**config.mk**
```make
export PLATFORM = sky130hd
export DESIGN_NAME = pll_rst_seq
export DESIGN_NICKNAME = d
export VERILOG_FILES = /design/src/rtl/pll_rst_seq.sv
export SDC_FILE = /design/constraint.sdc
export NUM_CORES = 1
export LEC_CHECK = 0
export ABC_AREA = 1
export CAP_MARGIN = 10
export CORE_AREA = 8 8 74 124
export CTS_BUF_LIST = sky130_fd_sc_hd__clkbuf_4
export CTS_CLUSTER_DIAMETER = 50
export DETAILED_ROUTE_END_ITERATION = 7
export DIE_AREA = 0 0 82 132
export PLACE_DENSITY_LB_ADDON = 0.15
export SLEW_MARGIN = 40
export SYNTH_ARGS = -nofsm -noshare
export SYNTH_HDL_FRONTEND = slang
export SYNTH_SLANG_ARGS = --single-unit
```
**constraint.sdc**
```tcl
create_clock -name clk -period 3.2 [get_ports clk]
set_input_delay 0.32 -clock clk [delete_from_list [all_inputs] [get_ports clk]]
set_output_delay 0.32 -clock clk [all_outputs]
set_load 0.005 [all_outputs]
```
**src/rtl/pll_rst_seq.sv**
```systemverilog
// PLL reset and bring-up sequencer.
// Pulses the PLL RESETB pin, qualifies a synchronized LOCK, then releases
// downstream reset domains one after another with a fixed gap. Handles lock
// loss, lock timeout with a bounded number of retries, and software re-sequence.
module pll_rst_seq #(
    parameter int PLL_RST_CYCLES = 16,
    parameter int LOCK_FILTER    = 8,
    parameter int LOCK_TIMEOUT   = 4096,
    parameter int MAX_RETRY      = 3,
    parameter int N_STAGES       = 3,
    parameter int STAGE_DLY      = 16
) (
    input  logic                clk,
    input  logic                rst,
    input  logic                pll_lock,
    input  logic                sw_req,
    output logic                pll_reset_n,
    output logic [N_STAGES-1:0] rst_stage,
    output logic                ready,
    output logic                fault,
    output logic [3:0]          retry_cnt
);

    // Counter widths sized to hold the largest value each counter must reach.
    localparam int RW = $clog2(PLL_RST_CYCLES + 1);
    localparam int FW = $clog2(LOCK_FILTER + 1);
    localparam int TW = $clog2(LOCK_TIMEOUT + 1);
    localparam int SW = $clog2(N_STAGES * STAGE_DLY + 1);

    localparam logic [RW-1:0] RST_LAST   = RW'(PLL_RST_CYCLES - 1);
    localparam logic [FW-1:0] FILT_LAST  = FW'(LOCK_FILTER - 1);
    localparam logic [TW-1:0] TMO_LAST   = TW'(LOCK_TIMEOUT - 1);
    localparam logic [SW-1:0] STAGE_MAX  = SW'(N_STAGES * STAGE_DLY);
    localparam logic [3:0]    RETRY_LAST = 4'(MAX_RETRY - 1);

    typedef enum logic [2:0] {
        S_PLL_RST,
        S_WAIT_LOCK,
        S_RELEASE,
        S_RUN,
        S_FAIL
    } state_t;

    state_t        state_reg;
    logic [RW-1:0] rst_cnt_reg;
    logic [FW-1:0] filt_cnt_reg;
    logic [TW-1:0] tmo_cnt_reg;
    logic [SW-1:0] stage_cnt_reg;
    logic          lock_meta_reg;
    logic          lock_s;

    // One-ahead view of the stage counter; one extra bit so it never wraps.
    logic [SW:0]         stage_cnt_inc;
    logic [N_STAGES-1:0] stage_due;

    assign stage_cnt_inc = {1'b0, stage_cnt_reg} + (SW+1)'(1);

    // Stage k is due once (k+1)*STAGE_DLY cycles have elapsed in RELEASE.
    for (genvar gi = 0; gi < N_STAGES; gi++) begin : g_due
        assign stage_due[gi] = (stage_cnt_inc >= (SW+1)'((gi + 1) * STAGE_DLY));
    end

    // Two-flop synchronizer for the asynchronous PLL lock pin.
    always_ff @(posedge clk) begin
        if (rst) begin
            lock_meta_reg <= 1'b0;
            lock_s        <= 1'b0;
        end else begin
            lock_meta_reg <= pll_lock;
            lock_s        <= lock_meta_reg;
        end
    end

    // Sequencer FSM with registered outputs; priority rst > sw_req > lock events.
    always_ff @(posedge clk) begin
        if (rst) begin
            state_reg     <= S_PLL_RST;
            rst_cnt_reg   <= '0;
            filt_cnt_reg  <= '0;
            tmo_cnt_reg   <= '0;
            stage_cnt_reg <= '0;
            pll_reset_n   <= 1'b0;
            rst_stage     <= '1;
            ready         <= 1'b0;
            fault         <= 1'b0;
            retry_cnt     <= '0;
        end else if (sw_req) begin
            state_reg     <= S_PLL_RST;
            rst_cnt_reg   <= '0;
            filt_cnt_reg  <= '0;
            tmo_cnt_reg   <= '0;
            stage_cnt_reg <= '0;
            pll_reset_n   <= 1'b0;
            rst_stage     <= '1;
            ready         <= 1'b0;
            fault         <= 1'b0;
            retry_cnt     <= '0;
        end else begin
            case (state_reg)
                S_PLL_RST: begin
                    pll_reset_n <= 1'b0;
                    rst_stage   <= '1;
                    ready       <= 1'b0;
                    if (rst_cnt_reg == RST_LAST) begin
                        state_reg    <= S_WAIT_LOCK;
                        rst_cnt_reg  <= '0;
                        filt_cnt_reg <= '0;
                        tmo_cnt_reg  <= '0;
                        pll_reset_n  <= 1'b1;
                    end else begin
                        rst_cnt_reg <= rst_cnt_reg + RW'(1);
                    end
                end

                S_WAIT_LOCK: begin
                    if (lock_s && filt_cnt_reg == FILT_LAST) begin
                        // Qualified lock wins over a timeout on the same cycle.
                        state_reg     <= S_RELEASE;
                        filt_cnt_reg  <= '0;
                        tmo_cnt_reg   <= '0;
                        stage_cnt_reg <= '0;
                    end else if (tmo_cnt_reg == TMO_LAST) begin
                        filt_cnt_reg <= '0;
                        tmo_cnt_reg  <= '0;
                        pll_reset_n  <= 1'b0;
                        retry_cnt    <= retry_cnt + 4'd1;
                        if (retry_cnt == RETRY_LAST) begin
                            state_reg <= S_FAIL;
                            fault     <= 1'b1;
                        end else begin
                            state_reg   <= S_PLL_RST;
                            rst_cnt_reg <= '0;
                        end
                    end else begin
                        // A single low sample only restarts the filter; timeout keeps running.
                        tmo_cnt_reg  <= tmo_cnt_reg + TW'(1);
                        filt_cnt_reg <= lock_s ? filt_cnt_reg + FW'(1) : '0;
                    end
                end

                S_RELEASE: begin
                    if (!lock_s) begin
                        state_reg     <= S_PLL_RST;
                        rst_cnt_reg   <= '0;
                        stage_cnt_reg <= '0;
                        pll_reset_n   <= 1'b0;
                        rst_stage     <= '1;
                        ready         <= 1'b0;
                    end else if (!rst_stage[N_STAGES-1]) begin
                        state_reg     <= S_RUN;
                        stage_cnt_reg <= '0;
                        ready         <= 1'b1;
                        retry_cnt     <= '0;
                    end else begin
                        rst_stage <= rst_stage & ~stage_due;
                        if (stage_cnt_reg != STAGE_MAX) begin
                            stage_cnt_reg <= stage_cnt_reg + SW'(1);
                        end
                    end
                end

                S_RUN: begin
                    if (!lock_s) begin
                        state_reg   <= S_PLL_RST;
                        rst_cnt_reg <= '0;
                        pll_reset_n <= 1'b0;
                        rst_stage   <= '1;
                        ready       <= 1'b0;
                    end else begin
                        ready     <= 1'b1;
                        retry_cnt <= '0;
                    end
                end

                S_FAIL: begin
                    pll_reset_n <= 1'b0;
                    rst_stage   <= '1;
                    ready       <= 1'b0;
                    fault       <= 1'b1;
                end

                default: begin
                    state_reg   <= S_PLL_RST;
                    rst_cnt_reg <= '0;
                end
            endcase
        end
    end

endmodule

```
==> results.md <==
* Die Area at 10800 um^2
* Internal Pwr Total at 0.000798 W
* Gpl congestion at 0.810
* Die Ht at 132 um
* Syn Area/Cell at 6.96 um^2
* Most used DFF post-synth: dfxtp_1
* Final std cells w/o fill at 446
* Chip Width at 82 um
* Pwr Density at 372 nW/um^2
* Setup violators final at 0
* Crit path from: rst_cnt_reg[0]$_SDFFE_PP0P_
* Total power at 0.00100 W
* Post-layout min period at 1.83 ns
* Largest net degree at the start of global routing at 24
* Grt total ovfl at 0
* Max-slew violation count at 0
* DRT Pass-1 Iters at 4
* Clock latency on the worst-skew pair at 0.36 ns
* Post-detail-place hpwl at 4030 um
* H-tree Lvls at 2
* Commonest non-fill, non-tap cell in the layout: nand2_1
* Antenna violations before repair at 0
* Initial core utilization at 31.7%
* Syn Nets at 351
* Layout area overhead at 13.8%
* Via count at 2106
* Post-Synth Adder-Cell Area at 3.70%
* # port buffers at 13
* Critical path type: reg -> reg
* First-pass GRT wire length at 9200 um
* Setup ws final at 1.37 ns
* Fin. Hold Viols at 0
* RSZ-0062 raised after global routing: false
* Largest register FFs at 13
* Netlist Area Pre-Place at 2370 um^2
* Ant. Diodes at 0
* Setup TNS at 0 ns
* Cells after synthesis at 340
* Total Wirelength at 5270 um
* CTS Hold Bufs at 0
* Slew margin rel. at 49.5%
* Hold path startpoint: lock_meta_reg$_SDFF_PP0_
* Outcome: complete, no violations
* Multiplexer area fraction after synthesis at 0%
* Worst VDD drop at 0.000266 V
* Unique masters post-synth at 31
* Dpl ws at 1.15 ns
* Final #Nets at 368
* Vias/cell at 4.72
* Synthesized flop and latch total at 43
* Residual DRC at 0
* Top cell type's share of synthesized area at 36.4%
* Fraction of registers with async set/reset at 0%
* CTS tree: done
* Psw at 0.000203 W
* CTS root buf: clkbuf_4
* Combinational share of power at 2.2%
* Hold WC Path Type: reg -> reg
* DR WL/cell at 11.8 um
* Final core utilization at 36.1%
* Synth Area in Compound Gates at 9.41%
* Largest family of logic cells by synthesized area: simple AND/OR/NAND/NOR gates
* Sequential share of power at 53.9%
* Synth area leader: dfxtp_1
* Seq/Total Area, Yosys at 36.4%
* Final Cycle Share at 57.2%
* I/O pin count at 14
* Most frequent cells in the layout: 80 x nand2_1, 53 x nor2_1, 43 x dfxtp_1, 29 x inv_1, 27 x nand3_1
* Worst EP required at 3.47 ns
* XOR/XNOR Fraction of Synth Area at 4.07%
* Dpl cells at 438
* RR Startpoint: rst_cnt_reg[0]$_SDFFE_PP0P_
* Overall global routing resource usage at 10.7%
* Simple-gate portion of the synthesized area at 39.7%
* Clock Sinks at 43
* Share of cells above drive strength 1 at 11.5%
* Std cell rows at 42
* Clock transition at the registers of the reported paths at 0.13 ns
* Setup bufs post-CTS at 0
* Crit path arrival time at 2.10 ns
* Post-cts resize count at 0
* Crit Path Max Fanout at 11
* Synth Warn # at 0
* Max Buffers Root-to-Sink at 2
* Vias in the first global route at 2060
* Core area at 7460 um^2
* Max-cap violation count at 0
* Switching share of power at 20.3%
* Pleak at 1.03 nW
* Least-Margin Pin Slew at 0.756 ns
* F_max at 547 MHz
* ANT nets after route at 0
* Final Skew at 0.00951 ns
* Clock share of power at 43.9%
* Worst setup EP type: flip-flop
* Startpoint class of the critical path: flip-flop
* Fillers at 813
* Initial DRC count at 89
* EDFF count, synth at 0
* Dominant cells by area after synthesis: dfxtp_1 36%, nand2_1 13%, nor2_1 8.4%
* CTS buffer count at 5
[per-stage QoR]
stage	hold slack (ns)	area (um^2)
after floorplan	0.388	2370
after global placement	0.403	2590
final	0.414	2690
after CTS	0.418	2690
after global routing	0.426	2690
after detailed placement	0.398	2590
[power by group through the flow]
stage                     Combinational (W)  Clock [W]  Sequential [W]
after floorplan                   0.0000138          0        0.000551
after detailed placement          0.0000225          0        0.000552
final                             0.0000217   0.000439        0.000540
after global placement            0.0000222          0        0.000552
after global routing              0.0000250   0.000484        0.000541
after CTS                         0.0000225   0.000462        0.000540
[routing by layer]
layer | wire length (um) | GRT usage [%] | vias to the layer above
met5 | 0 | 0 | -
met4 | 184 | 6.48 | 0
met3 | 183 | 2.19 | 15
met2 | 2650 | 18.0 | 38
met1 | 2240 | 11.5 | 929
li1 | - | - | 1124
[logic make-up after synthesis]
group | Yosys count
buffers and inverters | 40
flip-flops | 43
XOR/XNOR | 11
AO/OA/AOI/OAI | 40
AND/OR/NAND/NOR | 199
adder cells (fa/ha/maj) | 7
[cells in the mapped netlist, types with 2 or more instances]
| library cell | count |
|---|---|
| nor2_1 | 53 |
| nor3_4 | 2 |
| nand2_1 | 80 |
| ha_1 | 7 |
| nand3_1 | 27 |
| nand3_2 | 2 |
| nand2_4 | 4 |
| inv_2 | 7 |
| nor2_2 | 3 |
| clkbuf_1 | 2 |
| nor3_1 | 3 |
| dfxtp_1 | 43 |
| nor2_4 | 3 |
| xor2_1 | 8 |
| nand2_2 | 7 |
| inv_1 | 29 |
| o21ai_0 | 11 |
| xnor2_1 | 3 |
| nand4_1 | 9 |
| a21oi_1 | 25 |
| or2_2 | 2 |
[layout make-up]
type	count	area [um^2]	area share [%]
tap	88	110	4.09
timing repair buffer	13	130	4.83
clock inverter	2	60.1	2.23
sequential	43	861	32.0
clock buffer	6	45.0	1.67
inverter	37	141	5.25
multi-input combinational	257	1350	50.0
[worst max-delay path, stage by stage, from the launching register on]
cell and delay [ns]:
dfxtp_1 0.40, ha_1 0.22, nand3_1 0.11, nor2_1 0.13, nand2_2 0.07, nand2_2 0.20, inv_1 0.23, o21ai_4 0.31
nor2_1 0.07
[path summary, 6_finish.rpt]
| kind | cells past startpoint | slack [ns] | end |
|---|---|---|---|
| worst max-delay path | 8 | 1.37 | tmo_cnt_reg[8]$_SDFFE_PP0P_ |
| worst min register to register | 2 | 0.41 | lock_s$_SDFF_PP0_ |
| worst max register to register | 8 | 1.37 | tmo_cnt_reg[8]$_SDFFE_PP0P_ |
| worst min-delay path | 2 | 0.41 | lock_s$_SDFF_PP0_ |
No activity file was read; power rests on OpenSTA's default activity.
